`config.mk`:
```
export PLATFORM = sky130hd
export DESIGN_NAME = mem_readout_fsm
export DESIGN_NICKNAME = d
export VERILOG_FILES = /design/src/rtl/mem_readout_fsm_pkg.sv /design/src/rtl/mem_readout_fsm_read_addr_counter.sv /design/src/rtl/mem_readout_fsm.sv
export SDC_FILE = /design/constraint.sdc
export NUM_CORES = 1
export LEC_CHECK = 0
export CAP_MARGIN = 20
export CORE_MARGIN = 2
export CORE_UTILIZATION = 50
export DETAILED_ROUTE_END_ITERATION = 16
export PLACE_DENSITY = 0.83
export SLEW_MARGIN = 20
export SYNTH_ARGS = -nofsm -noshare
export SYNTH_HDL_FRONTEND = slang
export SYNTH_SLANG_ARGS = --single-unit
```
`constraint.sdc`:
```
create_clock -name clk -period 4.99 [get_ports clk]
set_input_delay 0.998 -clock clk [delete_from_list [all_inputs] [get_ports clk]]
set_output_delay 0.998 -clock clk [all_outputs]
set_load 0.02 [all_outputs]
```
`src/rtl/mem_readout_fsm_pkg.sv`:
```
// Shared definitions for the capture BRAM read and write controllers.
package mem_readout_fsm_pkg;

   localparam int unsigned ADDR_W_DEF = 10;
   localparam int unsigned DATA_W_DEF = 8;

   typedef enum logic [2:0] {
      IDLE    = 3'd0,
      FETCH   = 3'd1,
      LATCH   = 3'd2,
      PRESENT = 3'd3,
      DONE    = 3'd4
   } state_t;

endpackage

```
`src/rtl/mem_readout_fsm_read_addr_counter.sv`:
```
// Read address counter. It counts from 0 to DEPTH-1 and saturates at
// DEPTH-1, so DEPTH == 2**ADDR_W ends on the all-ones address with no wrap.
module read_addr_counter #(
   parameter int unsigned ADDR_W = 10,
   parameter int unsigned DEPTH  = 1024
) (
   input  logic              clk,
   input  logic              i_rst,
   input  logic              clear,
   input  logic              increment,
   output logic [ADDR_W-1:0] count,
   output logic              is_last
);

   localparam logic [ADDR_W-1:0] LAST = ADDR_W'(DEPTH - 1);

   assign is_last = (count == LAST);

   // Address register: clear wins over increment; the counter holds at the last address.
   always_ff @(posedge clk or posedge i_rst) begin
      if (i_rst) begin
         count <= '0;
      end else if (clear) begin
         count <= '0;
      end else if (increment && !is_last) begin
         count <= count + ADDR_W'(1);
      end
   end

endmodule

```
`src/rtl/mem_readout_fsm.sv`:
```
// Capture BRAM readout controller. It reads every stored word in address
// order and streams each word over a valid/ready handshake. After the last
// word is accepted, it pulses done.
module mem_readout_fsm
   import mem_readout_fsm_pkg::*;
#(
   parameter int unsigned ADDR_W = ADDR_W_DEF,
   parameter int unsigned DATA_W = DATA_W_DEF,
   parameter int unsigned DEPTH  = 1024
) (
   input  logic              clk,
   input  logic              i_rst,
   input  logic              i_start,
   output logic              o_read_ena,
   output logic [ADDR_W-1:0] o_read_addr,
   input  logic [DATA_W-1:0] i_read_data,
   output logic [DATA_W-1:0] o_data,
   output logic              o_valid,
   input  logic              i_ready,
   output logic              o_busy,
   output logic              o_done
);

   state_t            state;
   state_t            next_state;
   logic              read_ena_next;
   logic              valid_next;
   logic              busy_next;
   logic              done_next;
   logic              load_data;
   logic              clear_data;
   logic              clear;
   logic              increment;
   logic [ADDR_W-1:0] count;
   logic              is_last;

   read_addr_counter #(
      .ADDR_W (ADDR_W),
      .DEPTH  (DEPTH)
   ) u_read_addr_counter (
      .clk       (clk),
      .i_rst     (i_rst),
      .clear     (clear),
      .increment (increment),
      .count     (count),
      .is_last   (is_last)
   );

   // The counter is already a register, so the address output comes straight from it.
   assign o_read_addr = count;

   // Next-state and next-output decode. The outputs are computed for the state
   // being entered and then registered, so each output lines up with its state.
   always_comb begin
      next_state    = state;
      read_ena_next = 1'b0;
      valid_next    = o_valid;
      busy_next     = 1'b1;
      done_next     = 1'b0;
      load_data     = 1'b0;
      clear_data    = 1'b0;
      clear         = 1'b0;
      increment     = 1'b0;
      case (state)
         IDLE: begin
            clear      = 1'b1;
            valid_next = 1'b0;
            if (i_start) begin
               next_state    = FETCH;
               read_ena_next = 1'b1;
            end else begin
               busy_next = 1'b0;
            end
         end
         FETCH: begin
            next_state = LATCH;
            valid_next = 1'b0;
         end
         LATCH: begin
            next_state = PRESENT;
            load_data  = 1'b1;
            valid_next = 1'b1;
         end
         PRESENT: begin
            if (o_valid && i_ready) begin
               valid_next = 1'b0;
               if (is_last) begin
                  next_state = DONE;
                  done_next  = 1'b1;
               end else begin
                  next_state    = FETCH;
                  increment     = 1'b1;
                  read_ena_next = 1'b1;
               end
            end
         end
         DONE: begin
            next_state = IDLE;
            clear      = 1'b1;
            valid_next = 1'b0;
            busy_next  = 1'b0;
         end
         default: begin
            next_state = IDLE;
            clear      = 1'b1;
            clear_data = 1'b1;
            valid_next = 1'b0;
            busy_next  = 1'b0;
         end
      endcase
   end

   // State register and registered outputs, with asynchronous return to the reset values.
   always_ff @(posedge clk or posedge i_rst) begin
      if (i_rst) begin
         state      <= IDLE;
         o_read_ena <= 1'b0;
         o_data     <= '0;
         o_valid    <= 1'b0;
         o_busy     <= 1'b0;
         o_done     <= 1'b0;
      end else begin
         state      <= next_state;
         o_read_ena <= read_ena_next;
         o_valid    <= valid_next;
         o_busy     <= busy_next;
         o_done     <= done_next;
         if (clear_data) begin
            o_data <= '0;
         end else if (load_data) begin
            o_data <= i_read_data;
         end
      end
   end

endmodule

```
# --- After elaboration in Yosys (flattened, before gate mapping) ---
# Index checks and enable logic that the tools add are counted.
totals:
  n_memories: 0
  elab_cells: 44
  ff_bits: 25
  romBits: 0
  in_bits: 12
  latchBits: 0
  out_inout_bits: 22
  mem_bits_rw: 0
classes:
  div_mod_pow: 0
  bitwise: 0
  order_cmp: 0
  addsub: 1
  n_reduce_logical: 7
  shifts: 0
  n_mux: 20
  multipliers: 0
  eq_ne: 9
op_table:
  columns: ["operator", "n"]
  rows:
  - ["2-to-1 mux 10 bit", 2]
  - ["2-to-1 mux 8 bit", 2]
  - ["one-hot mux 3 bit (4 select lines)", 1]
  - ["adder 10 x 1 -> 10 bit (second input constant)", 1]
  - ["equality test 10 bit (second input constant)", 1]
  - ["2-to-1 mux 1 bit", 9]
  - ["2-to-1 mux 3 bit", 3]
  - ["equality test 3 x 2 -> 1 bit (second input constant)", 2]
  - ["one-hot mux 1 bit (2 select lines)", 3]
  - ["OR reduction 5 bit", 1]
  - ["!= test 2 x 1 -> 1 bit (second input constant)", 2]
  - ["!= test 2 bit (second input constant)", 2]
  - ["equality test 3 x 1 -> 1 bit (second input constant)", 1]
  - ["equality test 3 bit (second input constant)", 1]
  - ["zero test 3 bit", 1]
  - ["OR reduction 3 bit", 1]
  - ["logical AND 1 bit", 2]
  - ["AND reduction 2 bit", 1]
  - ["zero test 1 bit", 1]

# --- Logic depth before layout (Yosys ltp) ---
# Gate-level depths: netlist of the first run.
depth:
  word_depth: 7
  depth_mapped: 6
  mapped_depth_nobuf: 5

# --- Modules after synthesis ---
# A second synthesis of the first run with hierarchy kept.
hier_totals:
  cells_unflattened: 121
  hier_area_um2: 1291.2
by_module_without_submodules:
  columns: ["mod", "seq_area_each_um2", "n_inst", "cells_per_inst", "area_per_inst_um2"]
  rows:
  - ["mem_readout_fsm", 375.4, 1, 55, 655.6]
  - ["read_addr_counter", 250.2, 1, 66, 635.6]

# --- Worst setup path after synthesis of the first run ---
# OpenSTA, ideal clock, no wires.
synth_path:
  kind: "input to register"
  start: "input port i_ready"
  end: "register u_read_addr_counter.count[6]"
  setup_time_ns: 0.080
  t_required_ns: 4.910
  setup_slack_ns: 2.900
  path_buffers: 0
  cell_stages: 4
  arrival_ns: 2.010
  cell_sequence: "nand3_1 > or3_4 > or4_1 > a21oi_1"
synth_between:
  elab_chain_len: 5
synth_rtl:
  columns: ["item", "line_no", "rtl"]
  rows:
  - ["start, declared", "mem_readout_fsm.sv:19", "input logic i_ready,"]
  - ["logical AND 1 bit", "mem_readout_fsm.sv:85", "if (o_valid && i_ready) begin"]
  - ["2-to-1 mux 1 bit", "mem_readout_fsm.sv:85", null]
  - ["2-to-1 mux 1 bit", "mem_readout_fsm.sv:64", "case (state)"]
  - ["logical AND 1 bit", "mem_readout_fsm_read_addr_counter.sv:25", "end else if (increment && !is_last) begin"]
  - ["!= test 2 x 1 -> 1 bit (no line)", null, null]
  - ["end signal, assigned", "mem_readout_fsm_read_addr_counter.sv:26", "count <= count + ADDR_W'(1);"]
  - ["end, declared", "mem_readout_fsm_read_addr_counter.sv:11", "output logic [ADDR_W-1:0] count,"]
# No other way between the ends.
# A chain may end at the register's enable or synchronous reset.

# --- Worst setup path after layout of the first run ---
layout_path:
  start: "register u_read_addr_counter.count[9]"
  end: "output port o_read_addr[9]"
layout_rtl:
  columns: ["item", "line_no", "rtl"]
  rows:
  - ["end, declared", "mem_readout_fsm.sv:15", "output logic [ADDR_W-1:0] o_read_addr,"]
# No word-level cell between the ends.

==> reports/metrics.yaml, run 1 <==
status: "finished, final reports clean"
fin_skew_ns: 0.00365
critPathMaxStageDelay_ns: 0.66
dr.pass1.iters: 4
fin_crit_sh: 0.499
gp_congestion: 0.816
initial_core_util: 0.513
cts_sinks: 25
via_per_inst: 6.01
hold_path_class: "reg2reg"
synth_area_leaders: "dfrtp_1, a21oi_1, a22o_1, nand3_1, nor2_1"
drt-total-wl_um: 2830
final_cells: 181
worstPathArrival_ns: 1.49
syn-num-nets: 133
grt_pass1_wl_um: 4620
netlist.area_leader.share: 0.506
fp.dieH_um: 53.8
io_buffers: 33
grt_pass1_vias: 1037
startpoint_type: "flip-flop"
p_leak_nw: 0.642
cts_resized: 0
postCtsSetupBuffers: 0
yosys_warnings: 0
h-tree-depth: 1
cts_tree: "built"
wire_per_inst_um: 15.6
path_delay_family: "buffers and inverters"
grt_start_max_net_pins: 26
path_class: "reg2out"
post-place-cells: 177
fin_setup_tns_ns: 0
io-pin-count: 34
path_clk_slew_ns: 0.14
drc_errors: 0
clkPwrFrac: 0.145
cts_made_buffers: 3
p_per_area_nw_per_um2: 402
drt_iter0_drc: 26
slowest_stage: "clkdlybuf4s50_1"
nFillCells: 189
pwr-share-seq: 0.459
cp_data_required_time_ns: 3.99
critPathBufInv: 1
die_area_um2: 2890
sw_frac_of_total: 0.361
hold_buffers: 0
die_w_um: 53.8
grt-ovfl-total: 0
fin_crit_ns: 2.49
setup_viol: 0
drv_cap: 0
dp_hpwl_um: 2110
drive_gt1_frac: 0.0861
combPwrFrac: 0.396
synth_area_leader_cell: "dfrtp_1"
rsz0062_at_grt: "false"
grtUsageTotal: 0.222
end_kind: "output port"
vias: 1087
coreArea_um2: 2410
synthesis.area_um2: 1240
finalNetCount: 165
maxSlewViolCount: 0
relSlewSlack: 0.383
ctsRootBufferMaster: "clkbuf_4"
num_rows: 18
antenna_found_initial: 0
fmax_mhz: 402
avgSynthCellArea_um2: 10.3
syn_to_final_growth_pct: 28.6
finalHoldViolCount: 0
internal_power_mw: 0.409
ys_ff_latch: 25
antenna_left: 0
worst_pin_slew_ns: 0.925
cts.path.max_buffers: 2
ys_types: 36
diodes: 0
synthCells: 120
crit_chain: "clkdlybuf4s50_1"
synth-seq-area-share: 0.506
peakVddDrop_mv: 0.368
clock_latency_ns: 0.31
p_switching_mw: 0.231
crit_path_max_fanout: 9
## cells in the mapped netlist
master,number
o21ai_0,5
or4b_2,1
o31ai_1,4
nor2b_1,2
o311ai_0,2
or4_1,3
nor3b_1,1
and4_1,2
o41ai_1,2
inv_1,4
nor2_1,8
nand2b_1,1
nand4_1,4
dfrtp_1,25
nand3_4,1
a211oi_1,2
buf_4,1
and3_4,1
and3_1,3
a21oi_1,12
or3_4,1
nand3_1,6
a22o_1,6
and2_1,1
nand2_1,7
nor3_1,2
nand2b_4,1
buf_6,2
and2b_4,1
or2_2,1
o21bai_1,1
and3_2,2
clkbuf_1,1
ha_1,1
buf_2,2
o211ai_1,1
## cells in the final DEF (no fill, tap or decap), types with 3 or more instances in the layout
master	n
clkdlybuf4s50_1	33
dfrtp_1	25
a21oi_1	12
nor2_1	8
nand2_1	7
nand3_1	6
a22o_1	6
o21ai_0	5
o31ai_1	4
nand4_1	4
inv_1	4
or4_1	3
and3_1	3
clkbuf_4	3
## final cells by class
| class | instances | area (um2) | area share |
|---|---|---|---|
| Sequential cell | 25 | 626 | 0.393 |
| Multi-Input combinational cell | 85 | 553 | 0.347 |
| Timing Repair Buffer | 33 | 330 | 0.208 |
| Tap cell | 30 | 37.5 | 0.0236 |
| Clock buffer | 3 | 22.5 | 0.0142 |
| Inverter | 4 | 15.0 | 0.00943 |
| Clock inverter | 1 | 7.51 | 0.00472 |
## power by group through the flow
stage / Combinational (mW) / Clock [mW] / Sequential [mW]
2_1_floorplan: 0.0814 / 0 / 0.343
3_3_place_gp: 0.246 / 0 / 0.293
3_5_place_dp: 0.252 / 0 / 0.297
4_1_cts: 0.255 / 0.0955 / 0.293
5_1_grt: 0.274 / 0.104 / 0.300
6_report: 0.254 / 0.0930 / 0.294
## metrics by stage
step | cell area [um2] | util | hold WS (ns) | power (mW) | setup slack, ns
3_5_place_dp | 1560 | 0.648 | 0.485 | 0.549 | 2.33
4_1_cts | 1590 | 0.660 | 0.524 | 0.643 | 2.50
2_1_floorplan | 1240 | - | 0.512 | 0.424 | 2.90
5_1_grt | 1590 | 0.660 | 0.537 | 0.678 | 2.45
6_report | 1590 | 0.660 | 0.524 | 0.640 | 2.50
3_3_place_gp | 1560 | 0.648 | 0.483 | 0.539 | 2.36
## final timing paths
kind | startpoint | end | slack [ns] | cells past startpoint
worst max-delay path | u_read_addr_counter.count[9]$_DFFE_PP0P_ | o_read_addr[9] | 2.50 | 1
worst min-delay path | o_data[7]$_DFFE_PP0P_ | o_data[7]$_DFFE_PP0P_ | 0.52 | 1
worst max register to register | u_read_addr_counter.count[0]$_DFFE_PP0P_ | u_read_addr_counter.count[6]$_DFFE_PP0P_ | 3.11 | 5
worst min register to register | o_data[7]$_DFFE_PP0P_ | o_data[7]$_DFFE_PP0P_ | 0.52 | 1
max in group asynchronous | i_rst | u_read_addr_counter.count[4]$_DFFE_PP0P_ | 3.24 | 2
min in group asynchronous | i_rst | o_data[7]$_DFFE_PP0P_ | 1.19 | 2
## per-layer routing
| layer | routed length, um | global-route usage | up-vias |
|---|---|---|---|
| li1 | - | - | 512 |
| met1 | 1290 | 0.310 | 540 |
| met2 | 1390 | 0.348 | 31 |
| met3 | 112 | 0.0306 | 4 |
| met4 | 31 | 0.0855 | 0 |
| met5 | 0 | 0 | - |
## cells by family after synthesis
| kind of cell | after synthesis | synth area share |
|---|---|---|
| DFF | 25 | 0.506 |
| buffers and inverters | 10 | 0.0475 |
| AOI/OAI and AO/OA | 35 | 0.188 |
| adders and majority gates | 1 | 0.0101 |
| and+or+nand+nor | 49 | 0.249 |
## state kept, by name (all words and copies together) (netlist names)
signal,flops
o_done,1
o_read_ena,1
o_data,8
u_read_addr_counter.count,10
state,3
o_valid,1
o_busy,1
(Power assumes the default switching activity.)
==> run 2, diff against run 1 <==
--- a/config.mk
+++ b/config.mk
@@ -7,9 +7,9 @@
 export LEC_CHECK = 0
 export CAP_MARGIN = 20
 export CORE_MARGIN = 2
-export CORE_UTILIZATION = 50
+export CORE_UTILIZATION = 42
 export DETAILED_ROUTE_END_ITERATION = 16
-export PLACE_DENSITY = 0.83
+export PLACE_DENSITY = 0.74
 export SLEW_MARGIN = 20
 export SYNTH_ARGS = -nofsm -noshare
 export SYNTH_HDL_FRONTEND = slang
==> constraint.sdc (replaced) <==
create_clock -name clk -period 2 [get_ports clk]
set_input_delay 0.4 -clock clk [delete_from_list [all_inputs] [get_ports clk]]
set_output_delay 0.4 -clock clk [all_outputs]
set_load 0.02 [all_outputs]
==> run 2 against run 1 <==
Utilization down 7.3 points. Cell count up 3.3%. Highest routed layer unchanged. Design area rose by 2.6%. Sequential power is 150% higher. Setup slack worse by 2.4 ns. Non-clock buffer count is 5 higher. Clock power grew to 2.6 times the previous value.
==> reports/metrics.yaml, run 2 (synthesis gave the netlist of run 1 again) <==
io_buffers: 33  # unchanged
path_clk_slew_ns: 0.15  # about the same
drv_cap: 0  # unchanged
final_cells: 187  # +3.3%
cts_sinks: 25  # unchanged
worstPathArrival_ns: 1.51  # +0.02 ns
wl_met1_um: 1380  # +6.9%
dp_hpwl_um: 2080  # -1.2%
die_w_um: 58.3  # +8.4%
setup_viol: 0  # unchanged
hold_path_class: "in2async"
dr.pass1.iters: 4  # unchanged
syn_to_final_growth_pct: 32.0
met2WireLength_um: 1320  # -5.3%
cts_made_buffers: 3  # unchanged
fin_skew_ns: 0.00584  # +0.00220 ns
p_leak_nw: 0.664  # +3.4%
worst_pin_slew_ns: 0.366  # -0.559 ns
num_rows: 19  # +1
critPathMaxStageDelay_ns: 0.66  # about the same
clock_latency_ns: 0.33  # +0.02 ns
grt-ovfl-total: 0  # unchanged
diodes: 0  # unchanged
hold_buffers: 0  # unchanged
end_kind: "output port"
coreArea_um2: 2780  # +15%
p_per_area_nw_per_um2: 986  # +150%
crit_path_max_fanout: 9  # unchanged
vias: 1088  # +0.092%
peakVddDrop_mv: 0.916  # +150%
cp_data_required_time_ns: 1.60  # -2.39 ns
rsz0062_at_grt: "false"
gp_congestion: 0.785  # -3.8%
cts.path.max_buffers: 2  # unchanged
die_area_um2: 3400  # +18%
final_cell_area_um2: 1630  # +2.6%
nFillCells: 236  # +25%
finalHoldViolCount: 0  # unchanged
drc_errors: 0  # unchanged
relSlewSlack: 0.756  # +0.373
crit_chain: "clkdlybuf4s50_1"
ctsRootBufferMaster: "clkbuf_4"
path_delay_family: "buffers and inverters"
reg_top3: "u_read_addr_counter.count x10, o_data x8, state x3"
maxSlewViolCount: 0  # unchanged
fp.dieH_um: 58.3  # +8.4%
h-tree-depth: 1  # unchanged
fin_setup_tns_ns: 0  # unchanged
final_cell_mix: "clkdlybuf4s50_1, dfrtp_1, a21oi_1"
layout_commonest_cell: "clkdlybuf4s50_1"
top_register: "u_read_addr_counter.count"
fmax_mhz: 524
finalNetCount: 170  # +3.0%
wire_per_inst_um: 15.3  # -2.2%
drt-total-wl_um: 2850  # +0.99%
dpl_cell_area_um2: 1600  # +2.5%
fin_crit_sh: 0.954
grtUsageTotal: 0.184  # -0.0382
slowest_stage: "clkdlybuf4s50_1"
grt_pass1_wl_um: 4800  # +3.9%
antenna_left: 0  # unchanged
fin_crit_ns: 1.91
routed.top_layer: "met4"
startpoint_type: "flip-flop"
grt_start_max_net_pins: 26  # unchanged
path_class: "reg2out"
via_per_inst: 5.82  # -3.1%
critPathBufInv: 1  # unchanged
initial_core_util: 0.445  # -0.0686
status: "finished, final reports clean"
wl_met3_um: 113  # +0.89%
grt_pass1_vias: 1053  # +1.5%
antenna_found_initial: 0  # unchanged
largest_reg_flops: 10  # unchanged
io-pin-count: 34  # unchanged
drt_iter0_drc: 39  # +50%
drive_gt1_frac: 0.122  # +0.0357
post-place-cells: 183  # +3.4%
cts_tree: "built"
-- run 2: final timing paths --
check	from	cells past startpoint	slack, ns	to
max	u_read_addr_counter.count[9]$_DFFE_PP0P_	1	0.09	o_read_addr[9]
min	i_rst	3	0.38	o_data[7]$_DFFE_PP0P_
max reg2reg	u_read_addr_counter.count[0]$_DFFE_PP0P_	5	0.17	u_read_addr_counter.count[8]$_DFFE_PP0P_
min reg2reg	o_data[0]$_DFFE_PP0P_	1	0.52	o_data[0]$_DFFE_PP0P_
max in group asynchronous	i_rst	3	1.37	u_read_addr_counter.count[2]$_DFFE_PP0P_
min in group clk	o_data[0]$_DFFE_PP0P_	1	0.52	o_data[0]$_DFFE_PP0P_
-- run 2: metal layers --
metal | up-vias | GRT usage
met5 | - | 0
met2 | 33 | 0.273
met4 | 0 | 0.0631
met1 | 528 | 0.274
met3 | 4 | 0.0246
li1 | 523 | -
-- run 2: final cells by class --
type | count | area [um2] | share of cell area
sequential | 25 | 626 | 0.383
multi-input combinational | 85 | 556 | 0.340
timing repair buffer | 38 | 368 | 0.225
tap | 31 | 38.8 | 0.0238
clock buffer | 3 | 22.5 | 0.0138
inverter | 4 | 15.0 | 0.00920
clock inverter | 1 | 7.51 | 0.00460
-- run 2: repair_timing --
item / CTS / global route
gates resized for setup: 0 / 1
setup endpoints to repair: 0 / 1
setup buffers: 0 / 0
-- run 2: power breakdown --
part | leakage [nW] | internal [mW] | total [mW] | switching [mW]
Sequential | 0.318 | 0.624 | 0.730 | 0.106
Combinational | 0.332 | 0.329 | 0.638 | 0.309
Clock | 0.0139 | 0.0766 | 0.243 | 0.166
-- run 2: through the flow --
| stage | util | hold slack (ns) | power (mW) | setup WS [ns] |
|---|---|---|---|---|
| floorplan | - | 0.427 | 1.06 | 0.180 |
| global placement | 0.575 | 0.483 | 1.36 | -0.00220 |
| detailed placement | 0.575 | 0.488 | 1.38 | -0.0258 |
| CTS | 0.586 | 0.391 | 1.62 | 0.0827 |
| global route | 0.587 | 0.444 | 1.70 | 0.00535 |
| finish | 0.587 | 0.384 | 1.61 | 0.0913 |
